**src/rtl/uart_pkg.sv**
```systemverilog
// Shared UART definitions used by the transmitter and the receiver.
// Holds the frame geometry and the line-state encoding.
package uart_pkg;

   localparam int UART_DATA_BITS = 8;
   localparam int UART_DIV_W     = 16;
   localparam int UART_IDX_W     = $clog2(UART_DATA_BITS);

   typedef enum logic [1:0] {
      IDLE,
      START,
      DATA,
      STOP
   } uart_state_e;

endpackage

```
**src/rtl/uart_sync_fifo.sv**
```systemverilog
// Single-clock FIFO with synchronous reset and occupancy count.
// Pushes while full and pops while empty are ignored.
module uart_sync_fifo #(
   parameter int WIDTH = 8,
   parameter int DEPTH = 4
) (
   input  logic                   clk,
   input  logic                   rst,
   input  logic                   push,
   input  logic [WIDTH-1:0]       wdata,
   input  logic                   pop,
   output logic [WIDTH-1:0]       rdata,
   output logic                   full,
   output logic                   empty,
   output logic [$clog2(DEPTH):0] count
);

   localparam int AW = $clog2(DEPTH);
   localparam logic [AW:0]   FULL_CNT = (AW+1)'(DEPTH);
   localparam logic [AW:0]   CNT_ONE  = (AW+1)'(1);
   localparam logic [AW-1:0] PTR_ONE  = AW'(1);

   logic [WIDTH-1:0] r_mem [DEPTH];
   logic [AW-1:0]    r_wptr;
   logic [AW-1:0]    r_rptr;
   logic [AW:0]      r_count;
   logic             w_push;
   logic             w_pop;

   assign w_push = push && !full;
   assign w_pop  = pop && !empty;
   assign full   = (r_count == FULL_CNT);
   assign empty  = (r_count == '0);
   assign count  = r_count;
   assign rdata  = r_mem[r_rptr];

   // Storage is write-only on push; contents need no reset.
   always_ff @(posedge clk) begin
      if (w_push) begin
         r_mem[r_wptr] <= wdata;
      end
   end

   // Pointers wrap naturally since DEPTH is a power of two.
   always_ff @(posedge clk) begin
      if (rst) begin
         r_wptr  <= '0;
         r_rptr  <= '0;
         r_count <= '0;
      end else begin
         if (w_push) r_wptr <= r_wptr + PTR_ONE;
         if (w_pop)  r_rptr <= r_rptr + PTR_ONE;
         if (w_push && !w_pop)      r_count <= r_count + CNT_ONE;
         else if (w_pop && !w_push) r_count <= r_count - CNT_ONE;
      end
   end

endmodule

```
**src/rtl/uart_tx_fifo.sv**
```systemverilog
// Buffered 8N1 UART transmitter with a per-frame latched bit period.
// tx lags the FSM by one register so every bit keeps its full width.
import uart_pkg::*;

module uart_tx_fifo #(
   parameter int FIFO_DEPTH = 4
) (
   input  logic                      clk,
   input  logic                      rst,
   input  logic [UART_DIV_W-1:0]     baud_div,
   input  logic                      in_valid,
   input  logic [UART_DATA_BITS-1:0] data_in,
   output logic                      in_ready,
   output logic                      tx,
   output logic                      busy
);

   localparam int CW = $clog2(FIFO_DEPTH) + 1;
   localparam logic [UART_DIV_W-1:0] CNT_ONE  = UART_DIV_W'(1);
   localparam logic [UART_IDX_W-1:0] IDX_ONE  = UART_IDX_W'(1);
   localparam logic [UART_IDX_W-1:0] LAST_IDX = UART_IDX_W'(UART_DATA_BITS - 1);

   uart_state_e               r_state;
   logic [UART_DIV_W-1:0]     r_div;
   logic [UART_DIV_W-1:0]     r_cnt;
   logic [UART_DATA_BITS-1:0] r_shift;
   logic [UART_IDX_W-1:0]     r_idx;
   logic                      r_tx;
   logic                      r_act;

   logic [UART_DATA_BITS-1:0] w_head;
   logic                      w_full;
   logic                      w_empty;
   logic [CW-1:0]             w_count;
   logic                      w_push;
   logic                      w_pop;
   logic                      w_bit_end;
   logic                      w_line;

   assign w_push    = in_valid && !w_full;
   assign w_bit_end = (r_cnt == r_div);
   assign w_pop     = !w_empty &&
                      ((r_state == IDLE) ||
                       ((r_state == STOP) && w_bit_end));

   assign in_ready = !w_full;
   assign tx       = r_tx;
   assign busy     = r_act || (w_count != 0);

   uart_sync_fifo #(
      .WIDTH (UART_DATA_BITS),
      .DEPTH (FIFO_DEPTH)
   ) u_fifo (
      .clk   (clk),
      .rst   (rst),
      .push  (w_push),
      .wdata (data_in),
      .pop   (w_pop),
      .rdata (w_head),
      .full  (w_full),
      .empty (w_empty),
      .count (w_count)
   );

   // Line level implied by the current state, before the output register.
   always_comb begin
      w_line = 1'b1;
      case (r_state)
         START:   w_line = 1'b0;
         DATA:    w_line = r_shift[0];
         default: w_line = 1'b1;
      endcase
   end

   // Frame sequencer: bit timing, shifting and back-to-back pops.
   always_ff @(posedge clk) begin
      if (rst) begin
         r_state <= IDLE;
         r_div   <= '0;
         r_cnt   <= '0;
         r_shift <= '0;
         r_idx   <= '0;
      end else begin
         unique case (r_state)
            IDLE: begin
               if (w_pop) begin
                  r_state <= START;
                  r_shift <= w_head;
                  r_div   <= baud_div;
                  r_cnt   <= '0;
               end
            end
            START: begin
               if (w_bit_end) begin
                  r_cnt   <= '0;
                  r_idx   <= '0;
                  r_state <= DATA;
               end else begin
                  r_cnt <= r_cnt + CNT_ONE;
               end
            end
            DATA: begin
               if (w_bit_end) begin
                  r_cnt   <= '0;
                  r_shift <= {1'b0, r_shift[UART_DATA_BITS-1:1]};
                  r_idx   <= r_idx + IDX_ONE;
                  if (r_idx == LAST_IDX) r_state <= STOP;
               end else begin
                  r_cnt <= r_cnt + CNT_ONE;
               end
            end
            STOP: begin
               if (w_bit_end) begin
                  r_cnt <= '0;
                  if (w_pop) begin
                     r_state <= START;
                     r_shift <= w_head;
                     r_div   <= baud_div;
                  end else begin
                     r_state <= IDLE;
                  end
               end else begin
                  r_cnt <= r_cnt + CNT_ONE;
               end
            end
         endcase
      end
   end

   // Registered line and activity flag, both one cycle behind the FSM.
   always_ff @(posedge clk) begin
      if (rst) begin
         r_tx  <= 1'b1;
         r_act <= 1'b0;
      end else begin
         r_tx  <= w_line;
         r_act <= (r_state != IDLE) || !w_empty;
      end
   end

endmodule

```
**config.mk**
```make
export PLATFORM = sky130hd
export DESIGN_NAME = uart_tx_fifo
export DESIGN_NICKNAME = d
export VERILOG_FILES = /design/src/rtl/uart_pkg.sv /design/src/rtl/uart_sync_fifo.sv /design/src/rtl/uart_tx_fifo.sv
export SDC_FILE = /design/constraint.sdc
export NUM_CORES = 1
export LEC_CHECK = 0
export CORE_ASPECT_RATIO = 1.1
export CORE_MARGIN = 3
export CORE_UTILIZATION = 38
export CTS_CLUSTER_SIZE = 28
export DETAILED_ROUTE_END_ITERATION = 10
export GPL_ROUTABILITY_DRIVEN = 1
export PLACE_DENSITY = 0.66
export SYNTH_ARGS = -nofsm -noshare
export SYNTH_HDL_FRONTEND = slang
export SYNTH_SLANG_ARGS = --single-unit
```
**constraint.sdc**
```tcl
create_clock -name clk -period 7.25 [get_ports clk]
set_clock_uncertainty 0.2 [all_clocks]
set_input_delay 0.725 -clock clk [delete_from_list [all_inputs] [get_ports clk]]
set_output_delay 0.725 -clock clk [all_outputs]
set_load 0.05 [all_outputs]
```
### Word level (Yosys, flattened, before mapping)

Memories as Yosys holds them, arrays and structs flattened. A register that Yosys moved wholly into a read port is not among the register bits.
Index checks and enable logic that the tools add are counted.

| word-level totals | value |
|---|---|
| flip-flop bits (word level) | 54 |
| memory bits (writable) | 32 |
| logic and storage cells | 82 |
| memories kept | 1 |

Memories:

| memory | depth | bits a word | read ports | clocked after Yosys merged registers in | write ports | RTL line | source |
|---|---|---|---|---|---|---|---|
| u_fifo.r_mem | 4 | 8 | 1 | 1 | 1 | uart_sync_fifo.sv:23 | `logic [WIDTH-1:0] r_mem [DEPTH];` |

| operators by class | value |
|---|---|
| $add $sub $neg | 6 |
| equality and inequality tests | 11 |
| muxes and demuxes | 27 |
| reduce and logical (&&, ||, !) cells | 27 |

Operator list:

| operator | count |
|---|---|
| 16-bit two-way mux | 4 |
| 16-bit case mux with 2 select lines | 2 |
| 8-bit two-way mux | 3 |
| 8-bit case mux with 3 select lines | 1 |
| 16-bit by 1-bit adder with 16-bit output (second input constant) | 1 |
| 16-bit equality test | 1 |
| 2-bit two-way mux | 7 |
| 3-bit two-way mux | 4 |
| 2-bit inequality test (second input constant) | 4 |
| 2-bit case mux with 4 select lines | 1 |
| 2-bit nonzero test | 4 |
| 1-bit logical AND | 7 |
| 3-bit by 1-bit adder with 3-bit output (second input constant) | 2 |
| 3-bit equality test (second input constant) | 2 |
| 3-bit case mux with 2 select lines | 1 |
| 3-bit AND reduction | 2 |
| 3-bit nonzero test | 2 |
| 5-bit AND reduction | 1 |
| 2-bit by 1-bit adder with 2-bit output (second input constant) | 2 |
| 2-bit equality test (second input constant) | 2 |
| 1-bit logical NOT | 4 |
| 3-bit logical NOT | 1 |
| 1-bit logical OR | 3 |
| 1-bit two-way mux | 3 |
| 7 further kinds | 7 |

### Depth between registers and ports, before layout

| logic depth | value |
|---|---|
| word-level depth | 8 |
| gate-level depth with buffers | 11 |
| depth with buffers taken out | 11 |

### By module

Synthesis repeated with hierarchy kept, for this count alone.

| second synthesis, totals | value |
|---|---|
| cell total of the unflattened synthesis | 393 |
| area, all modules | 4271.6 µm² |

Modules (own cells, without submodules):

| module | instances | cells an instance | area each (µm²) | sequential area each (µm²) |
|---|---|---|---|---|
| uart_tx_fifo | 1 | 303 | 2651.3 | 940.9 |
| uart_sync_fifo | 1 | 90 | 1620.3 | 1141.1 |

### Worst setup path after synthesis

No wires, ideal clock.

| timing path | value |
|---|---|
| path type | register to register |
| start point | register r_cnt[12] |
| end point | register u_fifo.r_count[2], in the netlist u_fifo.count[2] |
| data arrival time | 2496 ps |
| required time | 6979 ps |
| setup slack | 4483 ps |
| stages on the path, launching flop included | 11 |
| path buffers | 0 |
| period minus slack after synthesis | 2767 ps |
| cell sequence | dfxtp_1 > xnor2_1 > nand4_1 > o41ai_1 > nand2_1 > ha_1 > inv_1 > fa_1 > xor2_1 > or3_1 > a21oi_1 |

| between the ends | value |
|---|---|
| word-level cells in the longest chain between the ends | 8 |
| elaborated cells on any way between the ends | 10 |
| classes of those cells | eq/ne: 1; mux: 1; reduce/logical: 8 |

Ends and longest elaborated chain:

| element | RTL line | source |
|---|---|---|
| start: declaration | uart_tx_fifo.sv:25 | `logic [UART_DIV_W-1:0] r_cnt;` |
| start signal: assignment | uart_tx_fifo.sv:99 | `r_cnt <= r_cnt + CNT_ONE;` |
| start signal: assignment | uart_tx_fifo.sv:109 | `r_cnt <= r_cnt + CNT_ONE;` |
| start signal: assignment | uart_tx_fifo.sv:123 | `r_cnt <= r_cnt + CNT_ONE;` |
| 16-bit equality test * | uart_tx_fifo.sv:41 | `assign w_bit_end = (r_cnt == r_div);` |
| 1-bit logical AND * | uart_tx_fifo.sv:44 | `((r_state == STOP) && w_bit_end));` |
| 1-bit logical OR * | uart_tx_fifo.sv:43 | `((r_state == IDLE) \|\|` |
| 1-bit logical AND * | uart_tx_fifo.sv:42 | `assign w_pop = !w_empty &&` |
| 1-bit logical AND * | uart_sync_fifo.sv:31 | `assign w_pop = pop && !empty;` |
| 1-bit logical NOT | uart_sync_fifo.sv:53 | `if (w_push && !w_pop) r_count <= r_count + CNT_ONE;` |
| 1-bit logical AND | uart_sync_fifo.sv:53 |  |
| 3-bit two-way mux or 2-bit nonzero test (tied branches) | - |  |
| end signal: assignment | uart_sync_fifo.sv:53 |  |
| end signal: assignment | uart_sync_fifo.sv:54 | `else if (w_pop && !w_push) r_count <= r_count - CNT_ONE;` |
| end: declaration | uart_sync_fifo.sv:26 | `logic [AW:0] r_count;` |

Mark *: on every way between the ends. The rest lies on a longest branch, timed or not.
A chain may end at the register's enable or synchronous reset.

### Worst setup path in the final report

| timing path | value |
|---|---|
| start point | register r_cnt[8] |
| end point | register u_fifo.r_count[2], in the netlist u_fifo.count[2] |

Same word-level chain as after synthesis.

==> reports/results.ini <==
[sta]
hold_viol_final=0
maxSlewHeadroom=0.444
rsz0062_at_grt=false
final.period_utilization=0.398
finalSetupViolCount=0
fmax_mhz=346
setup_tns_ps=0
period_needed_ps=2890
tightest_slew_ps=831
drv_slew=0

[routing]
drt_iter0_drc=118
avgViaCountPerCell=5.05
ant_nets=0
dr_wl_met2_um=3810
highest-signal-layer=met4
wl_um=7880
met3_length_um=314
route.detailed.drc=0
avgRoutedWirePerCell_um=14.2
m1WireLength_um=3650
dr.pass1.iters=4
vias=2796

[pwr]
vdd_drop_max_mv=0.259
leakage_uw=0.00174
power_density_nw_per_um2=379
power_uw=1820

[finish]
num-nets-final=448
final_cell_mix=nand2_1 (62), dfxtp_1 (56), edfxtp_1 (32), mux2i_1 (29), clkdlybuf4s50_1 (29)
instances_no_fill=554
area_delta_synth_final_pct=16.6
antenna_cells=0
layout_commonest_cell=nand2_1
drive_above_1_share=0.0925

[cts]
clkTransAtPathRegs_ps=70
clockBufferDepth=2
cts_resized=0
cts_made_buffers=9
hold_buffers=0
postCtsSetupRepairBufs=0
cts_root_buffer=clkbuf_16
clkLatencyLatePin_ps=340
cts_tree=built
htreeDepth=3
cts.sink_count=88

[global_route]
grt_pass1_vias=2872
grt_overflow_total=0
grt_max_degree=62
antenna_found_initial=0
grt_usage=0.140
grt_pass1_wl_um=13600

[worst_setup_path]
cp-end-kind=flop
worstReg2RegEnd=u_fifo.count[2]
cp.arrival_ps=2950
crit_required_ps=7310
crit_type=reg2reg
timing.rr.start=r_cnt[8]
ff2ff_path_depth=10
ff2ff_setup_slack_ps=4360
critical_path.startpoint_type=flop
critPathMaxFanout=9

[synthesis]
yosys_warnings=0
synth_edf_count=32
post_synth.cell_area_avg_um2=10.8
synthesis.nets=424
seq_area_frac_synth=0.505
syn_inst=382
synth_cell_types=50
yosysTopAreaCell=dfxtp_1
synth.area.top_cells=dfxtp_1 (27%), edfxtp_1 (23%), mux2i_1 (7.0%)
synth.cell_area_um2=4120
synth_ff_type=dfxtp_1
synth-async-reset-ratio=0
ys_ff_latch=88
netlist.area_leader.share=0.272

[die]
die-area_um2=12100
die_x_um=105
die_y_um=115
core_um2=10500
rows=39
pin_count=30
start_util=0.393

[placement]
dp_cells=538
portBuffers=29
gp_congestion=0.800
dp_hpwl_um=5550

[worst_hold_path]
min_from=r_shift[6]
min_to=r_shift[6]
hp-class=reg2reg
hold_depth=2

[flow_run]
cap_violations=0

[run_status]
status=finished clean

## cell type report
type / count / area, um^2
well taps: 143 / 179
multi-input cells: 261 / 1880
inverters: 14 / 52.6
fillers: 968 / 5690
clock inverters: 6 / 68.8
repair buffers: 32 / 313
flip-flops and latches: 88 / 2080
clock buffers: 10 / 229
## kinds of logic (layout without fill, tap and decap cells)
group                    Yosys count  after routing  synth area share
AO/OA/AOI/OAI                     50             50            0.0838
AND/OR/NAND/NOR                  130            130             0.145
multiplexers                      44             44             0.133
XOR/XNOR                          22             22            0.0468
buffers and inverters             33             62            0.0380
flip-flops                        88             88             0.505
adder cells (fa/ha/maj)           15             15            0.0474
## critical path, cell delays in order, from the launching register on
cell and delay [ps]:
dfxtp_1 490, xnor2_1 160, nand4_1 230, o41ai_1 560, nand2_1 160, ha_1 250, inv_1 70, fa_1 170
xor2_1 70, or3_1 300, a21oi_1 140
## stage by stage
| stage | util | cell area, um^2 | setup slack [ps] | hold slack, ps |
|---|---|---|---|---|
| 5_1_grt | 0.458 | 4810 | 4130 | 284 |
| 2_1_floorplan | - | 4120 | 4480 | 235 |
| 3_3_place_gp | 0.430 | 4510 | 4130 | 244 |
| 3_5_place_dp | 0.430 | 4510 | 4010 | 254 |
| 4_1_cts | 0.458 | 4810 | 4390 | 263 |
| 6_report | 0.458 | 4810 | 4360 | 259 |
## registers in the layout, summed over array words and instances, names as in the netlist, named ones only
register and cells:
r_div 16, u_fifo.count 3, r_idx 3, u_fifo.r_rptr 2
u_fifo.r_mem 32, r_state 2, tx 1, r_shift 8
u_fifo.r_wptr 2, r_act 1, r_cnt 16
## per-layer routing
| layer | up-vias | GRT usage |
|---|---|---|
| li1 | 1413 | - |
| met1 | 1330 | 0.166 |
| met2 | 43 | 0.242 |
| met3 | 10 | 0.0505 |
| met4 | 0 | 0.0341 |
| met5 | - | 0 |
## power breakdown
group | leakage [uW] | switching, uW | internal (uW)
Clock | 0.000145 | 198 | 270
Combinational | 0.000843 | 373 | 298
Sequential | 0.000750 | 71.0 | 610
## cell usage after synthesis (all sizes together) (2+ instances only)
cell and n:
xor2 4, edfxtp 32, or4 3, and3 6, xnor2 18, nand2 62, dfxtp 56, a31oi 4
a22oi 2, nand3b 2, and2 2, or3 6, a211oi 2, a31o 3, mux2 7, clkbuf 12
nor4 2, mux2i 29, nand4 7, nor2 19, a21o 2, a21oi 9, buf 7, a22o 3
nand3 13, nor3 4, ha 14, mux4 8, inv 13, o21ai 13, o31ai 3
## how the worst max path moves through the flow
stage,cells after the start,from,endpoint
after floorplan,10,r_cnt[12],u_fifo.count[2]
after global placement,5,rst,r_cnt[15]
after detailed placement,5,rst,r_cnt[15]
after CTS,3,u_fifo.count[0],busy
after global routing,10,r_cnt[8],u_fifo.count[2]
final,10,r_cnt[8],u_fifo.count[2]
Power figures use the tool's default switching activity.
